$ cat src/rtl/ledstrip_pkg.sv
// Shared definitions for the one-wire LED strip driver: FSM state codes,
// colour-order selectors, time-to-cycle conversion, clog2 and byte helpers.
package ledstrip_pkg;

  // FSM state codes
  localparam logic [2:0] ST_IDLE  = 3'd0;
  localparam logic [2:0] ST_FETCH = 3'd1;
  localparam logic [2:0] ST_HIGH  = 3'd2;
  localparam logic [2:0] ST_LOW   = 3'd3;
  localparam logic [2:0] ST_LATCH = 3'd4;

  // Wire byte order selectors
  localparam int ORDER_GRB = 0;
  localparam int ORDER_RGB = 1;
  localparam int ORDER_BRG = 2;

  // Nanoseconds to clock cycles, truncating; 64-bit math keeps products safe
  function automatic int ns_to_cyc(input longint clk_hz, input longint ns);
    return int'((clk_hz / 64'd1000) * ns / 64'd1000000);
  endfunction

  // Microseconds to clock cycles
  function automatic int us_to_cyc(input longint clk_hz, input longint us);
    return int'((clk_hz / 64'd1000000) * us);
  endfunction

  function automatic int clog2(input int v);
    int r;
    r = 0;
    while ((1 << r) < v) r = r + 1;
    return r;
  endfunction

  // Reorder a {R,G,B,W} word into wire order, first byte in the MSBs
  function automatic logic [31:0] reorder(input logic [31:0] rgbw, input int order);
    logic [7:0] r, g, b, w;
    {r, g, b, w} = rgbw;
    case (order)
      ORDER_RGB: return {r, g, b, w};
      ORDER_BRG: return {b, r, g, w};
      default:   return {g, r, b, w};
    endcase
  endfunction

  // byte*(br+1)>>8 so that br=255 passes the byte through unchanged
  function automatic logic [7:0] scale_byte(input logic [7:0] b, input logic [7:0] br);
    logic [15:0] p;
    p = {8'd0, b} * ({8'd0, br} + 16'd1);
    return p[15:8];
  endfunction

endpackage

$ cat src/rtl/ledstrip_tx_bit_encoder.sv
// One-bit waveform generator: a strobe starts a bit period, the line is high
// for T1H or T0H cycles then low until TBIT cycles have elapsed; done marks the
// last cycle of the period so the next strobe can follow back-to-back.
module ledstrip_bit_encoder
  import ledstrip_pkg::*;
#(
  parameter int T0H_CYC  = 35,
  parameter int T1H_CYC  = 70,
  parameter int TBIT_CYC = 125
) (
  input  logic clk,
  input  logic rst,
  input  logic strobe,
  input  logic bit_val,
  output logic line,
  output logic done
);

  localparam int CW = clog2(TBIT_CYC + 1);
  localparam logic [CW-1:0] LAST = CW'(TBIT_CYC - 1);
  localparam logic [CW-1:0] H0   = CW'(T0H_CYC);
  localparam logic [CW-1:0] H1   = CW'(T1H_CYC);

  logic          active;
  logic [CW-1:0] cnt;
  logic [CW-1:0] hi_len;

  // Period counter: restart on strobe, stop after the final cycle
  always_ff @(posedge clk or posedge rst) begin
    if (rst) begin
      active <= 1'b0;
      cnt    <= '0;
      hi_len <= '0;
    end else if (strobe) begin
      active <= 1'b1;
      cnt    <= '0;
      hi_len <= bit_val ? H1 : H0;
    end else if (active) begin
      if (cnt == LAST) active <= 1'b0;
      else             cnt    <= cnt + CW'(1);
    end
  end

  // Line and done come straight from registers so reset drops the line at once
  assign line = active && (cnt < hi_len);
  assign done = active && (cnt == LAST);

endmodule

$ cat src/rtl/ledstrip_tx.sv
// WS2812/SK6812 serial driver: fetches pixels over valid/ready into a one-pixel
// holding register, serialises CHANNELS bytes per LED MSB first in the selected
// colour order, then holds DO low for the latch gap.
// Optional feature: define LEDSTRIP_BRIGHTNESS_EN to add a brightness[7:0]
// input that scales every byte at shifter load.
module ledstrip_tx
  import ledstrip_pkg::*;
#(
  parameter int NUM_LEDS     = 4,
  parameter int SYSTEM_CLOCK = 100_000_000,
  parameter int CHANNELS     = 3,
  parameter int ORDER        = 0,
  parameter int T0H_NS       = 350,
  parameter int T1H_NS       = 700,
  parameter int TBIT_NS      = 1250,
  parameter int RESET_US     = 80,
  localparam int AW          = (NUM_LEDS > 1) ? clog2(NUM_LEDS) : 1
) (
  input  logic                  clk,
  input  logic                  reset,
  input  logic                  start,
  output logic                  busy,
  input  logic                  pix_valid,
  output logic                  pix_ready,
  input  logic [8*CHANNELS-1:0] pix_data,
  output logic [AW-1:0]         address,
  output logic                  frame_done,
  output logic                  underrun,
`ifdef LEDSTRIP_BRIGHTNESS_EN
  input  logic [7:0]            brightness,
`endif
  output logic                  DO
);

  localparam int T0H_CYC  = ns_to_cyc(SYSTEM_CLOCK, T0H_NS);
  localparam int T1H_CYC  = ns_to_cyc(SYSTEM_CLOCK, T1H_NS);
  localparam int TBIT_CYC = ns_to_cyc(SYSTEM_CLOCK, TBIT_NS);
  localparam int RST_CYC  = us_to_cyc(SYSTEM_CLOCK, RESET_US);
  localparam int NB       = 8 * CHANNELS;
  localparam int BW       = clog2(NB);
  localparam int CNTW     = AW + 1;
  localparam int RW       = clog2(RST_CYC + 1);

  localparam logic [BW-1:0]   LAST_BIT = BW'(NB - 1);
  localparam logic [CNTW-1:0] NL       = CNTW'(NUM_LEDS);
  localparam logic [RW-1:0]   RLAST    = RW'(RST_CYC - 1);

  logic [2:0]      state;
  logic            hold_full;
  logic [NB-1:0]   hold_data;
  logic [31:0]     shifter;
  logic [BW-1:0]   bit_idx;
  logic [CNTW-1:0] fetch_cnt;
  logic [CNTW-1:0] led_cnt;
  logic [RW-1:0]   latch_cnt;

  logic        enc_line, enc_done, enc_strobe, enc_bit;
  logic        in_bit, pix_end, more_leds, load, next_bit;
  logic [31:0] raw_word, ordered_word, load_word;

  assign busy       = (state != ST_IDLE);
  assign pix_ready  = busy && !hold_full && (fetch_cnt < NL);
  assign address    = (fetch_cnt < NL) ? fetch_cnt[AW-1:0] : AW'(NUM_LEDS - 1);
  assign frame_done = (state == ST_LATCH) && (latch_cnt == RLAST);
  assign DO         = enc_line;

  // Pixel word aligned to the MSBs (W slot zero for RGB), then reordered
  assign raw_word     = 32'(hold_data) << (32 - NB);
  assign ordered_word = reorder(raw_word, ORDER);

`ifdef LEDSTRIP_BRIGHTNESS_EN
  genvar gi;
  for (gi = 0; gi < 4; gi++) begin : g_scale
    assign load_word[gi*8 +: 8] = scale_byte(ordered_word[gi*8 +: 8], brightness);
  end
`else
  assign load_word = ordered_word;
`endif

  assign in_bit     = (state == ST_HIGH) || (state == ST_LOW);
  assign pix_end    = enc_done && (bit_idx == LAST_BIT);
  assign more_leds  = (led_cnt < NL);
  assign next_bit   = in_bit && enc_done && !pix_end;
  // Load the shifter from FETCH, or straight from the last bit when the next pixel is waiting
  assign load       = hold_full && ((state == ST_FETCH) || (in_bit && pix_end && more_leds));
  assign enc_strobe = load || next_bit;
  assign enc_bit    = load ? load_word[31] : shifter[30];

  ledstrip_bit_encoder #(
    .T0H_CYC (T0H_CYC),
    .T1H_CYC (T1H_CYC),
    .TBIT_CYC(TBIT_CYC)
  ) u_enc (
    .clk    (clk),
    .rst    (reset),
    .strobe (enc_strobe),
    .bit_val(enc_bit),
    .line   (enc_line),
    .done   (enc_done)
  );

  // Holding register and frame sequencing
  always_ff @(posedge clk or posedge reset) begin
    if (reset) begin
      state     <= ST_IDLE;
      hold_full <= 1'b0;
      hold_data <= '0;
      fetch_cnt <= '0;
      latch_cnt <= '0;
      underrun  <= 1'b0;
    end else begin
      if (pix_valid && pix_ready) begin
        hold_full <= 1'b1;
        hold_data <= pix_data;
        fetch_cnt <= fetch_cnt + CNTW'(1);
      end else if (load) begin
        hold_full <= 1'b0;
      end
      case (state)
        ST_IDLE: begin
          if (start) begin
            state     <= ST_FETCH;
            fetch_cnt <= '0;
            underrun  <= 1'b0;
            hold_full <= 1'b0;
          end
        end
        ST_FETCH: begin
          if (load) state <= ST_HIGH;
        end
        ST_HIGH, ST_LOW: begin
          if (enc_done) begin
            if (!pix_end || (more_leds && hold_full)) begin
              state <= ST_HIGH;
            end else if (more_leds) begin
              state    <= ST_FETCH;
              underrun <= 1'b1;
            end else begin
              state     <= ST_LATCH;
              latch_cnt <= '0;
            end
          end else if (!enc_line) begin
            state <= ST_LOW;
          end
        end
        ST_LATCH: begin
          if (latch_cnt == RLAST) state     <= ST_IDLE;
          else                    latch_cnt <= latch_cnt + RW'(1);
        end
        default: state <= ST_IDLE;
      endcase
    end
  end

  // Shift register, bit index and LED count for the pixel on the wire
  always_ff @(posedge clk or posedge reset) begin
    if (reset) begin
      shifter <= '0;
      bit_idx <= '0;
      led_cnt <= '0;
    end else if (state == ST_IDLE && start) begin
      led_cnt <= '0;
    end else if (load) begin
      shifter <= load_word;
      bit_idx <= '0;
      led_cnt <= led_cnt + CNTW'(1);
    end else if (next_bit) begin
      shifter <= shifter << 1;
      bit_idx <= bit_idx + BW'(1);
    end
  end

endmodule

$ cat config.mk
export PLATFORM = sky130hd
export DESIGN_NAME = ledstrip_tx
export DESIGN_NICKNAME = d
export VERILOG_FILES = /design/src/rtl/ledstrip_pkg.sv /design/src/rtl/ledstrip_tx_bit_encoder.sv /design/src/rtl/ledstrip_tx.sv
export SDC_FILE = /design/constraint.sdc
export NUM_CORES = 1
export LEC_CHECK = 0
export CAP_MARGIN = 20
export CORE_MARGIN = 3
export CORE_UTILIZATION = 55
export CTS_CLUSTER_SIZE = 12
export DETAILED_ROUTE_END_ITERATION = 7
export GPL_ROUTABILITY_DRIVEN = 0
export PLACE_DENSITY = 0.76
export SLEW_MARGIN = 20
export SYNTH_ARGS = -nofsm -noshare
export SYNTH_HDL_FRONTEND = slang
export SYNTH_SLANG_ARGS = --single-unit
$ cat constraint.sdc
create_clock -name clk -period 7.1 [get_ports clk]
set_input_delay 2.13 -clock clk [delete_from_list [all_inputs] [get_ports clk]]
set_output_delay 2.13 -clock clk [all_outputs]
set_load 0.02 [all_outputs]
; ---- Word level (Yosys, flattened, before mapping)
; Cells that the tools add are included.
[totals]
regBits = 99
output_inout_bits = 7
[classes]
addsub = 5
order_cmp = 3
n_eq_ne = 17
muxes = 40
n_bitwise = 1
n_reduce_logical = 33
[ops]
columns = operator, count
row1 = 31-bit 2-to-1 mux, 2
row2 = 13-bit 2-to-1 mux, 4
row3 = 3-bit 2-to-1 mux, 12
row4 = 7-bit 2-to-1 mux, 4
row5 = 13-bit one-hot mux with 2 select lines, 1
row6 = "2-bit != test, second input constant", 8
row7 = 1-bit logical AND, 14
row8 = "13-bit by 1-bit adder with 13-bit output, second input constant", 1
row9 = "13-bit equality test, second input constant", 1
row10 = 1-bit 2-to-1 mux, 12
row11 = 3-bit one-hot mux with 4 select lines, 1
row12 = 5-bit 2-to-1 mux, 2
row13 = 5-bit AND reduction, 2
row14 = 2-bit nonzero test, 5
row15 = "7-bit by 1-bit adder with 7-bit output, second input constant", 1
row16 = "7-bit equality test, second input constant", 1
row17 = 7-bit < comparator, 1
row18 = "3-bit by 1-bit adder with 3-bit output, second input constant", 2
row19 = "3-bit by 2-bit equality test with 1-bit output, second input constant", 2
row20 = "3-bit < comparator, second input constant", 2
row21 = "5-bit by 1-bit adder with 5-bit output, second input constant", 1
row22 = "5-bit equality test, second input constant", 1
row23 = 1-bit logical OR, 4
row24 = 2-bit AND reduction, 2
row25 = 12 further kinds, 13

; ---- Logic depth before layout (Yosys ltp)
; Gate-level depths: netlist of run 1.
[logic_depth]
ltp_word = 11
depth_mapped = 9
mapped_depth_nobuf = 7

; ---- Hierarchy
; From an unflattened synthesis of run 1, not the netlist that was laid out.
[hier_totals]
hier_cells = 391
area_unflattened_um2 = 4295.4
[by_module_without_submodules]
columns = mod, n_inst, cells_each, area_each_um2, seq_area_each_um2
row1 = ledstrip_tx, 1, 322, 3627.2, 1901.8
row2 = ledstrip_bit_encoder, 1, 69, 668.1, 275.3

; ---- Worst setup path before layout of run 1
; OpenSTA, ideal clock, no wires.
[synth_timing]
path_kind = register -> output
start = register latch_cnt[6]
end = output frame_done
arrival_ns = 1.621
slack_ns = 3.349
path_stages_with_launch = 4
path_buffers = 0
cell_sequence = dfrtp_1 or3b_1 or4_4 nor2_1
[synth_between]
elab_chain_len = 2
[synth_lines]
columns = item, line
row1 = "start, declared", ledstrip_tx.sv:55  ; logic [RW-1:0] latch_cnt;
row2 = "start signal, assigned", ledstrip_tx.sv:148  ; else latch_cnt <= latch_cnt + RW'(1);
row3 = 13-bit equality test, ledstrip_tx.sv:64  ; assign frame_done = (state == ST_LATCH) && (latch_cnt == RLAST);
row4 = 1-bit logical AND, ledstrip_tx.sv:64
row5 = "end, declared", ledstrip_tx.sv:27  ; output logic frame_done,
; No other way between the ends.

; ---- Worst setup path in the final report of run 1
[layout_timing]
start = register latch_cnt[7]
end = output frame_done
; The elaborated chain is that of the path after synthesis.

==> run summary, run 1 <==
The tree is rooted in a sky130_fd_sc_hd__clkbuf_8. For the worst setup path, the data arrival time is 2.45 ns. The number of different library cells used by synthesis comes to 53. The cell area after synthesis came out at 4330 sq um.

The number of iterations in the first detailed-routing pass is 4. The global-route wire length before repair came out at 13700 um. The setup skew after layout is 0.0112 ns. The number of storage elements in the synthesis netlist is 87.

STA classifies the critical path startpoint as a flop. After synthesis, the mean cell area works out to 11.7 sq um. The cell count after synthesis is 369.

The die covers 8970 sq um. The latest clock arrival within the worst-skew pair is 0.36 ns. For hold timing, the worst endpoint is u_enc.hi_len[1]$_DFFE_PP0P_. The DRC marker count from the first detailed-route iteration is 129. The count of hold buffers inserted by post-cts repair came out at 0.

Leaving out fill and tap cells, the most frequent cells in the layout are sky130_fd_sc_hd__dfrtp_1, sky130_fd_sc_hd__mux2_2, sky130_fd_sc_hd__clkdlybuf4s50_1, sky130_fd_sc_hd__nand2_1, sky130_fd_sc_hd__nor2_1. The routed length per placed instance is 15.2 um. The startpoint of the most critical register-to-register path is bit_idx[0]$_DFFE_PP0P_. Of the cells placed in the final design, the portion with a size suffix greater than 1 is 22.7%.

The share of the cycle needed by the critical path after routing is 64.6%. The maximum fanout along the worst path is 6. Across the VDD grid, the largest voltage drop is 103 uV. The floorplan step set the die height to 94.7 um.

35 I/O pins were placed. The pin slew with the least headroom to its limit is 0.975 ns. At the worst endpoint, the required time is 4.97 ns. The CTS buffer count came out at 9. The synthesized netlist net count is 407. The detailed router placed 2909 vias in this run. The path class of the tightest hold or removal check is flop to flop. The flow ran to the end, and the final reports show no timing, DRC or antenna violations. The synthesis warning total came out at 0. TritonCTS built the clock tree. The maximum number of pins on one net before global-route repair came out at 50. The type of the worst setup path is flop to output port. The post-cts resize count came out at 0. The total leakage power came out at 2.42 nW.

The worst register-to-register path ends at shifter[25]$_DFFE_PP0P_. The floorplan has 31 rows. In the routed layout, each cell is associated on average with a via count of 5.72. The CTS H-tree depth is 3. The shortest clock period the worst path allows after layout came out at 4.58 ns. The area added between synthesis and finish came out at 14.4%.

The die span in x is 94.7 um. Yosys mapped a number of flops with a built-in enable equal to 0. For this configuration, the core starts out at a cell density of 58.1%.

In the synthesized netlist the async set-or-reset flop fraction comes to 100%. The prevailing post-synth register cell is sky130_fd_sc_hd__dfrtp_1. Leaving out fill and tap cells, the most frequent cell in the layout is sky130_fd_sc_hd__dfrtp_1. Derived from the worst setup path, the maximum achievable clock frequency is 0.218 GHz. The endpoint type of the worst setup path is an output port. Across the run, the number of max-cap violations was 0. The worst hold path begins at u_enc.hi_len[1]$_DFFE_PP0P_. The detailed placer's ending HPWL is 5340 um. Global routing used 19.3% of the available tracks. The clock transition at the registers of the reported paths came out at 0.09 ns. After routing, the total negative slack on setup checks comes to 0 ns. The sequential element share of the synthesized area is 50.3%.

Setup violations remaining at the end of the flow were counted as 0. The number of global-route vias before repair is 2915. The net count of the finished layout is 443.

The reg-to-reg setup timing slack is 4.29 ns. The remaining number of nets flagged by the antenna check after routing came out at 0. The placeable core region came out at 7450 sq um. The final max-slew violation count is 0. The depth of the worst register-to-register path came out at 7. The final hold violation count is 0. The clock net sink count came out at 87. The worst hold path passes through 2 cells. The number of buffers between clock root and the deepest sink is 2. The count of input and output buffers came out at 34. For this run the aggregate overflow at the end of global routing stands at 0. The post-layout total power came out at 913 uW. Setup repair after global routing left no endpoint under its margin. The worst slew margin relative to its limit came out at 34.4%. For this design the ratio of total power to cell area is 185 nW/um^2. The initial antenna violation count came to 0. In the routed design, unresolved DRC markers number 0. The number of antenna diodes in the final layout is 0. The number of setup buffers added after CTS is 0.

Wires add up to 7730 um.
[layout make-up]
| type | instances | area (sq um) |
|---|---|---|
| Inverter | 12 | 46.3 |
| Sequential cell | 87 | 2180 |
| Fill cell | 567 | 2500 |
| Timing Repair Buffer | 38 | 378 |
| Clock inverter | 7 | 103 |
| Clock buffer | 9 | 124 |
| Tap cell | 99 | 124 |
| Multi-Input combinational cell | 257 | 2000 |
[power by group]
| part | total, mW | internal (mW) | switching [mW] |
|---|---|---|---|
| Sequential | 0.495 | 0.495 | 0 |
| Clock | 0.393 | 0.203 | 0.190 |
| Combinational | 0.0249 | 0.0134 | 0.0115 |
[through the flow]
stage	hold WS (ns)	instance area (sq um)	setup WS (ns)	cells	util, %
3_5_place_dp	0.444	4720	2.90	493	63.4
6_report	0.466	4950	2.52	509	66.4
5_1_grt	0.502	4950	2.44	509	66.4
3_3_place_gp	0.446	4710	2.90	492	63.2
2_1_floorplan	0.428	4330	2.72	369	-
4_1_cts	0.467	4950	2.50	509	66.4
[how the worst max path moves through the flow]
stage | start | end | slack, ns | cells after the start
global route | latch_cnt[7]$_DFFE_PP0P_ | frame_done | 2.44 | 4
global placement | latch_cnt[6]$_DFFE_PP0P_ | frame_done | 2.90 | 4
finish | latch_cnt[7]$_DFFE_PP0P_ | frame_done | 2.52 | 4
floorplan | reset | bit_idx[0]$_DFFE_PP0P_ | 2.72 | 1
detailed placement | latch_cnt[6]$_DFFE_PP0P_ | frame_done | 2.90 | 4
CTS | latch_cnt[6]$_DFFE_PP0P_ | frame_done | 2.50 | 4
[flip-flops by register name, indices dropped and copies added (netlist names)]
register      flops
u_enc.cnt         7
u_enc.active      1
state             3
bit_idx           5
hold_data        24
latch_cnt        13
fetch_cnt         3
led_cnt           3
hold_full         1
u_enc.hi_len      3
shifter          23
underrun          1
[per-layer routing]
layer / vias up / part of all wire (%) / track usage (%)
met2: 57 / 49 / 31.9
met1: 1441 / 46 / 25.1
met3: 11 / 3.4 / 3.67
li1: 1400 / - / -
met5: - / 0 / 0
met4: 0 / 1.4 / 7.81
[cells in the mapped netlist, types with 8 or more instances]
master,count,area (sq um)
sky130_fd_sc_hd__inv_1,12,45.0
sky130_fd_sc_hd__nand4_1,9,56.3
sky130_fd_sc_hd__ha_1,10,125
sky130_fd_sc_hd__o21ai_0,11,55.1
sky130_fd_sc_hd__mux2_1,10,113
sky130_fd_sc_hd__xor2_1,8,70.1
sky130_fd_sc_hd__dfrtp_1,87,2180
sky130_fd_sc_hd__nand3_1,12,60.1
sky130_fd_sc_hd__mux2_2,58,653
sky130_fd_sc_hd__nor2_1,22,82.6
sky130_fd_sc_hd__a21oi_1,13,65.1
sky130_fd_sc_hd__nand2_1,29,109
[critical path: stages (launching register included)]
cell,delay (ns)
sky130_fd_sc_hd__dfrtp_1,0.44
sky130_fd_sc_hd__or3b_1,0.37
sky130_fd_sc_hd__or4_4,0.58
sky130_fd_sc_hd__nor2_1,0.10
sky130_fd_sc_hd__clkdlybuf4s50_1,0.61
[kinds of logic after synthesis]
group | count (synthesis) | share of synthesized area (%)
AO/OA/AOI/OAI | 48 | 7.52
adder cells (fa/ha/maj) | 10 | 2.89
AND/OR/NAND/NOR | 117 | 15.1
buffers and inverters | 25 | 3.53
multiplexers | 72 | 18.6
XOR/XNOR | 10 | 2.02
flip-flops | 87 | 50.3
No activity file was read; power rests on OpenSTA's default activity.
==> run 2: changes to the inputs <==
==> constraint.sdc (replaced) <==
create_clock -name clk -period 4.3 [get_ports clk]
set_input_delay 1.29 -clock clk [delete_from_list [all_inputs] [get_ports clk]]
set_output_delay 1.29 -clock clk [all_outputs]
set_load 0.02 [all_outputs]
==> run summary, run 2 (synthesized netlist as in run 1, its figures left out) <==
The full die area is 8970 sq um (unchanged). The number of buffers inserted by post-CTS setup repair is 0 (unchanged). The register with the most flip-flops in the final layout is hold_data. The total non-filler cell area in the finished layout is 4900 sq um (-1.0%). The library cells used most frequently in the layout, excluding fill and tap cells, are sky130_fd_sc_hd__dfrtp_1, sky130_fd_sc_hd__mux2_2, sky130_fd_sc_hd__clkdlybuf4s50_1, sky130_fd_sc_hd__nand2_1, sky130_fd_sc_hd__nor2_1. The CTS tree is built. The die span in x is 94.7 um (unchanged). The starting utilization of the core area is 58.1% (unchanged). The root buffer cell is sky130_fd_sc_hd__clkbuf_8. The clock net sink count is 87 (unchanged). The detailed-route vias per instance came out at 5.64 (-1.3%). The hold path depth is 2 (unchanged).

The global-route wire length before repair came to 13500 um (-1.9%). The final hold violation count is 0 (unchanged). The total of endpoints with negative setup slack in the final report came out at 0 (unchanged). The count of hold buffers inserted by post-cts repair came out at 0 (unchanged).

The depth of the worst register-to-register path is 8 (+1). The critical path is of the flop to output port type. The maximum resistive drop on vdd is 184 uV (+78%). The number of buffers between clock root and the deepest sink is 2 (unchanged). The total leakage power came out at 2.39 nW (-1.2%). Timing would allow up to 0.266 GHz. The post-layout utilization of the core came out at 65.8% (-0.67 points). The global-route usage over all layers is 19.1% (-0.22 points). The number of max-capacitance violations reported came out at 0 (unchanged). The nature of the critical path startpoint is a flop. The remaining number of nets flagged by the antenna check after routing is 0 (unchanged). The placed instance count is 494 (+0.20%). The shortest clock period the worst path allows after layout came out at 3.75 ns. The fraction of layout cells with a size suffix above 1 is 22.6% (-0.055 points). The pin slew with the least headroom to its limit is 0.992 ns (+0.0168 ns). The footprint of the multi-input gates was 2000 sq um (+0.13%). The worst setup path is captured at an output port. In the final layout, the registers with the most flip-flops are hold_data (24), shifter (23), latch_cnt (13).

The final-layout setup total negative slack came out at 0 ns (unchanged). The number of global-route vias before repair came out at 2980 (+2.2%). The post-cts resize count came to 0 (unchanged). The height of the chip came to 94.7 um (unchanged). The routed length per placed instance came out at 15.0 um (-1.5%).

The detailed placer's ending HPWL came out at 5380 um (+0.65%). The routing usage on met3 is 4.30% (+0.64 points). Relative to the synthesized area, the layout overhead comes to 13.2%.

The number of standard cells in the layout, taps in and fillers out is 510 (+0.20%). The number of iterations in the first detailed-routing pass came to 4 (unchanged). The total number of nets in the final design came out at 444 (+0.23%). The total congestion overflow came to 0 (unchanged). The placeable core region came out at 7450 sq um (unchanged).

Dividing the final minimum period by the clock period gives 87.3%. The residual DRC count is 0 (unchanged). The met1 routing resource usage after global routing is 23.9% (-1.2 points). The DRC marker count from the first detailed-route iteration came to 122 (-5.4%). The total routed wirelength came out at 7630 um (-1.3%). The row count is 31 (unchanged). The run finished with clean final reports. The vias after detailed routing came out at 2878 (-1.1%).

The CTS buffer count is 9 (unchanged). The number of flip-flops in the largest register came to 24 (unchanged). The latest clock arrival within the worst-skew pair was 0.36 ns (about the same). The count of boundary I/O pins came out at 35 (unchanged).

The post-route worst hold slack came to 0.469 ns (+0.00341 ns). The count of input and output buffers is 34 (unchanged). The clock transition at the registers of the reported paths came to 0.08 ns (about the same). The final max-slew violation count came out at 0 (unchanged).

The CTS H-tree depth came to 3 (unchanged). The setup skew after layout came to 0.0106 ns (-0.000592 ns). The footprint of the flip-flops and latches came out at 2180 sq um (unchanged). The total power per unit cell area came out at 280 nW/um^2 (+52%). The maximum number of pins on one net before global-route repair came out at 32 (-36%).

The tightest min-delay check is of the flop to flop type. The initial antenna violation count is 0 (unchanged). The worst path required time is 3.01 ns (-1.96 ns). The number of fillers in the final layout came to 593 (+4.6%). The maximum fanout along the worst path was 5 (-1). The count of inserted antenna diode cells was 0 (unchanged). The most frequent standard cell in the layout excluding fill and tap cells is sky130_fd_sc_hd__dfrtp_1. In this run the most used layer during global routing was met2. The critical path data arrival time is 2.46 ns (about the same). The worst slew margin relative to its limit came out at 33.3% (-1.1 points). Setup repair after global routing left no endpoint under its margin. The standard cell area after detailed placement is 4720 sq um (unchanged). The global routing usage on met2 came out at 32.5% (+0.59 points).
-- run 2: cell types whose count changed in the layout (fill, tap and decap cells not counted), sizes merged --
cell	before	now
buf	4	5
bufinv	2	0
clkbuf	9	11
clkinv	3	4
clkinvlp	0	1
inv	14	12
-- run 2: power by group --
part,total (mW),switching [mW],internal (mW)
Sequential,0.817,0,0.817
Combinational,0.0420,0.0193,0.0227
Clock,0.511,0.295,0.215
Total,1.37,0.314,1.06
-- run 2: layout make-up --
cell class	instances	share of cell area [%]
well taps	99	2.53
multi-input cells	257	40.8
flip-flops and latches	87	44.4
clock inverters	5	0.868
inverters	12	0.945
clock buffers	11	2.68
repair buffers	39	7.71
-- run 2: final timing paths --
check	start	endpoint	slack, ns
min reg2reg	u_enc.hi_len[1]$_DFFE_PP0P_	u_enc.hi_len[1]$_DFFE_PP0P_	0.47
min in group asynchronous	reset	hold_data[11]$_DFFE_PP0N_	1.27
max	latch_cnt[6]$_DFFE_PP0P_	frame_done	0.55
min	u_enc.hi_len[1]$_DFFE_PP0P_	u_enc.hi_len[1]$_DFFE_PP0P_	0.47
max in group asynchronous	reset	latch_cnt[3]$_DFFE_PP0P_	2.27
max reg2reg	u_enc.cnt[0]$_DFFE_PP0P_	shifter[14]$_DFFE_PP0P_	1.52
-- run 2: metrics by stage --
stage / power [mW] / setup slack, ns
after floorplan: 0.846 / 0.760
after global placement: 0.877 / 0.931
after detailed placement: 0.877 / 0.936
after CTS: 1.39 / 0.532
after global routing: 1.42 / 0.456
final: 1.37 / 0.547
-- run 2: routing by layer --
layer	vias up	share of wire (%)	wire, um
met4	0	1.8	134
met3	13	4.1	309
met2	51	49	3730
met1	1411	45	3450
met5	-	0	0
li1	1403	-	-
-- run 2: critical path, stage by stage (launching register included) --
cell and delay, ns:
sky130_fd_sc_hd__dfrtp_1 0.42, sky130_fd_sc_hd__or3b_1 0.39, sky130_fd_sc_hd__or4_4 0.58, sky130_fd_sc_hd__nor2_1 0.11, sky130_fd_sc_hd__clkdlybuf4s50_1 0.61
==> run 3: changes to the inputs <==
--- a/config.mk
+++ b/config.mk
@@ -6,12 +6,14 @@
 export NUM_CORES = 1
 export LEC_CHECK = 0
 export CAP_MARGIN = 20
+export CORE_ASPECT_RATIO = 1.1
 export CORE_MARGIN = 3
 export CORE_UTILIZATION = 55
 export CTS_CLUSTER_SIZE = 12
 export DETAILED_ROUTE_END_ITERATION = 7
 export GPL_ROUTABILITY_DRIVEN = 0
 export PLACE_DENSITY = 0.76
+export RECOVER_POWER = 50
 export SLEW_MARGIN = 20
 export SYNTH_ARGS = -nofsm -noshare
 export SYNTH_HDL_FRONTEND = slang
==> run summary, run 3 (synthesized netlist as in run 1, its figures left out) <==
The die span in x came out at 90.6 um (-4.4%). The flow ran to the end, but the final reports show violations. The full die area is 8970 sq um (about the same). The most frequent standard cell in the layout excluding fill and tap cells is sky130_fd_sc_hd__dfrtp_1. The type of the worst setup path is flop to output port.

The global-route wire length before repair is 14000 um (+3.6%). The latest clock arrival within the worst-skew pair came out at 0.35 ns (about the same). Setup repair after global routing left no endpoint under its margin.

The maximum number of pins on one net before global-route repair came out at 49 (+53%). The number of max-capacitance violations reported is 1 (+1). The row count is 33 (+6.5%). The count of input and output buffers came out at 34 (unchanged). The pin slew with the least headroom to its limit is 1.70 ns (+0.712 ns). The worst slew margin relative to its limit came out at -14.2% (-48 points). The count of inserted antenna diode cells came out at 0 (unchanged). The placeable core region is 7560 sq um (+1.5%). Relative to the synthesized area, the layout overhead comes to 13.3%. The worst path required time came out at 3.01 ns (about the same). The number of global-route vias before repair is 3102 (+4.1%). The placed instance count came out at 498 (+0.81%).

The count of boundary I/O pins was 35 (unchanged). The endpoint type of the worst setup path is an output port. The number of standard cells in the layout, taps in and fillers out came out at 514 (+0.78%). The total non-filler cell area in the finished layout is 4900 sq um (+0.10%).

The clock transition at the registers of the reported paths came to 0.09 ns (about the same). The setup skew after layout is 0.0119 ns (+0.00133 ns). The number of buffers between clock root and the deepest sink came out at 2 (unchanged). The DRC marker count from the first detailed-route iteration is 112 (-8.2%). The total leakage power is 2.38 nW (-0.46%). The routed length per placed instance came to 15.1 um (+0.65%). The final-layout setup total negative slack is 0 ns (unchanged).

The total number of nets in the final design was 442 (-0.45%). The final hold violation count came to 0 (unchanged). The initial antenna violation count came out at 0 (unchanged). In the layout the commonest cells are sky130_fd_sc_hd__dfrtp_1, sky130_fd_sc_hd__mux2_2, sky130_fd_sc_hd__clkdlybuf4s50_1, sky130_fd_sc_hd__nand2_1, sky130_fd_sc_hd__nor2_1.

The detailed-route vias per instance came out at 5.72 (+1.3%). The post-cts resize count came to 0 (unchanged). The shortest clock period the worst path allows after layout is 3.78 ns (+0.0283 ns). The worst setup path is launched from a flop. The fraction of layout cells with a size suffix above 1 came to 22.7% (+0.11 points). The largest registers in the layout are hold_data (24), shifter (23), latch_cnt (13). The CTS tree is built. The number of buffers inserted by post-CTS setup repair came out at 0 (unchanged). The final max-slew violation count came to 41 (+41). The number of iterations in the first detailed-routing pass came out at 4 (unchanged).

The count of hold buffers inserted by post-cts repair came out at 0 (unchanged). The post-layout utilization of the core came out at 64.9% (-0.88 points). The share of the cycle needed by the critical path after routing is 87.9% (+0.66 points). The reg-to-reg setup timing slack is 1.57 ns (+0.05 ns). The total congestion overflow is 0 (unchanged).

The detailed placer's ending HPWL is 5600 um (+4.2%). The maximum fanout along the worst path came out at 5 (unchanged). The final critical-path setup slack came out at 0.519 ns (-0.0283 ns). The standard cell area after detailed placement came out at 4730 sq um (+0.11%). The root buffer cell is sky130_fd_sc_hd__clkbuf_8.

The global-route usage over all layers is 18.9% (-0.23 points). The total routed wirelength came out at 7740 um (+1.4%). The starting utilization of the core area came to 57.3% (-0.84 points). The min-delay analysis places its worst path in the category flop to flop. The register ranked first by flip-flop count is hold_data. The residual DRC count came out at 0 (unchanged). The critical path data arrival time is 2.49 ns (+0.03 ns).

The checks that failed: max-capacitance violations, max-slew violations. The height of the chip was 99.0 um (+4.6%). The worst setup slack after placement came out at 0.907 ns (-0.0289 ns). The total power per unit cell area is 284 nW/um^2 (+1.5%). The total of endpoints with negative setup slack in the final report came out at 0 (unchanged). The number of flip-flops in the largest register is 24 (unchanged). The clock net sink count was 87 (unchanged). The maximum resistive drop on vdd came to 185 uV (+0.88%).

The CTS H-tree depth is 3 (unchanged). The CTS buffer count came to 9 (unchanged). The vias after detailed routing came out at 2939 (+2.1%). The remaining number of nets flagged by the antenna check after routing is 0 (unchanged). The maximum clock rate came out at 0.264 GHz (-0.75%).
==> run 3: layout make-up <==
class	count	area, sq um
clock inverter	6	51.3
multi-input combinational	257	2000
sequential	87	2180
tap	105	131
timing repair buffer	37	360
inverter	12	46.3
fill	605	2650
clock buffer	10	138
==> run 3: metrics by stage <==
step,hold slack [ns],power (mW)
detailed placement,0.457,0.879
floorplan,0.428,0.846
finish,0.474,1.39
global placement,0.449,0.878
CTS,0.478,1.41
global route,0.504,1.46
==> run 3: routing by layer <==
| metal | vias to the layer above | global-route usage, % | routed length, um |
|---|---|---|---|
| met5 | - | 0 | 0 |
| met4 | 0 | 7.42 | 202 |
| met3 | 20 | 3.97 | 221 |
| met2 | 49 | 32.7 | 3980 |
| met1 | 1459 | 23.2 | 3340 |
| li1 | 1411 | - | - |
==> run 3: path summary, 6_finish.rpt <==
| check | from | cells after the start | endpoint |
|---|---|---|---|
| max | latch_cnt[6]$_DFFE_PP0P_ | 4 | frame_done |
| min | u_enc.hi_len[1]$_DFFE_PP0P_ | 2 | u_enc.hi_len[1]$_DFFE_PP0P_ |
| max reg2reg | bit_idx[0]$_DFFE_PP0P_ | 7 | shifter[27]$_DFFE_PP0P_ |
| min reg2reg | u_enc.hi_len[1]$_DFFE_PP0P_ | 2 | u_enc.hi_len[1]$_DFFE_PP0P_ |
| max in group asynchronous | reset | 3 | u_enc.cnt[2]$_DFFE_PP0P_ |
| min in group asynchronous | reset | 2 | hold_data[12]$_DFFE_PP0N_ |
==> run 3: report_power, final <==
part	internal [mW]	total, mW	switching [mW]	leakage, nW
Clock	0.232	0.534	0.301	0.0870
Combinational	0.0215	0.0408	0.0193	1.12
Sequential	0.817	0.817	0	1.18
Total	1.07	1.39	0.321	2.38
==> run 3: critical path, cell delays in order (launching register included) <==
cell                              delay, ns
sky130_fd_sc_hd__dfrtp_1               0.42
sky130_fd_sc_hd__or3b_1                0.39
sky130_fd_sc_hd__or4_4                 0.58
sky130_fd_sc_hd__nor2_1                0.13
sky130_fd_sc_hd__clkdlybuf4s50_1       0.61
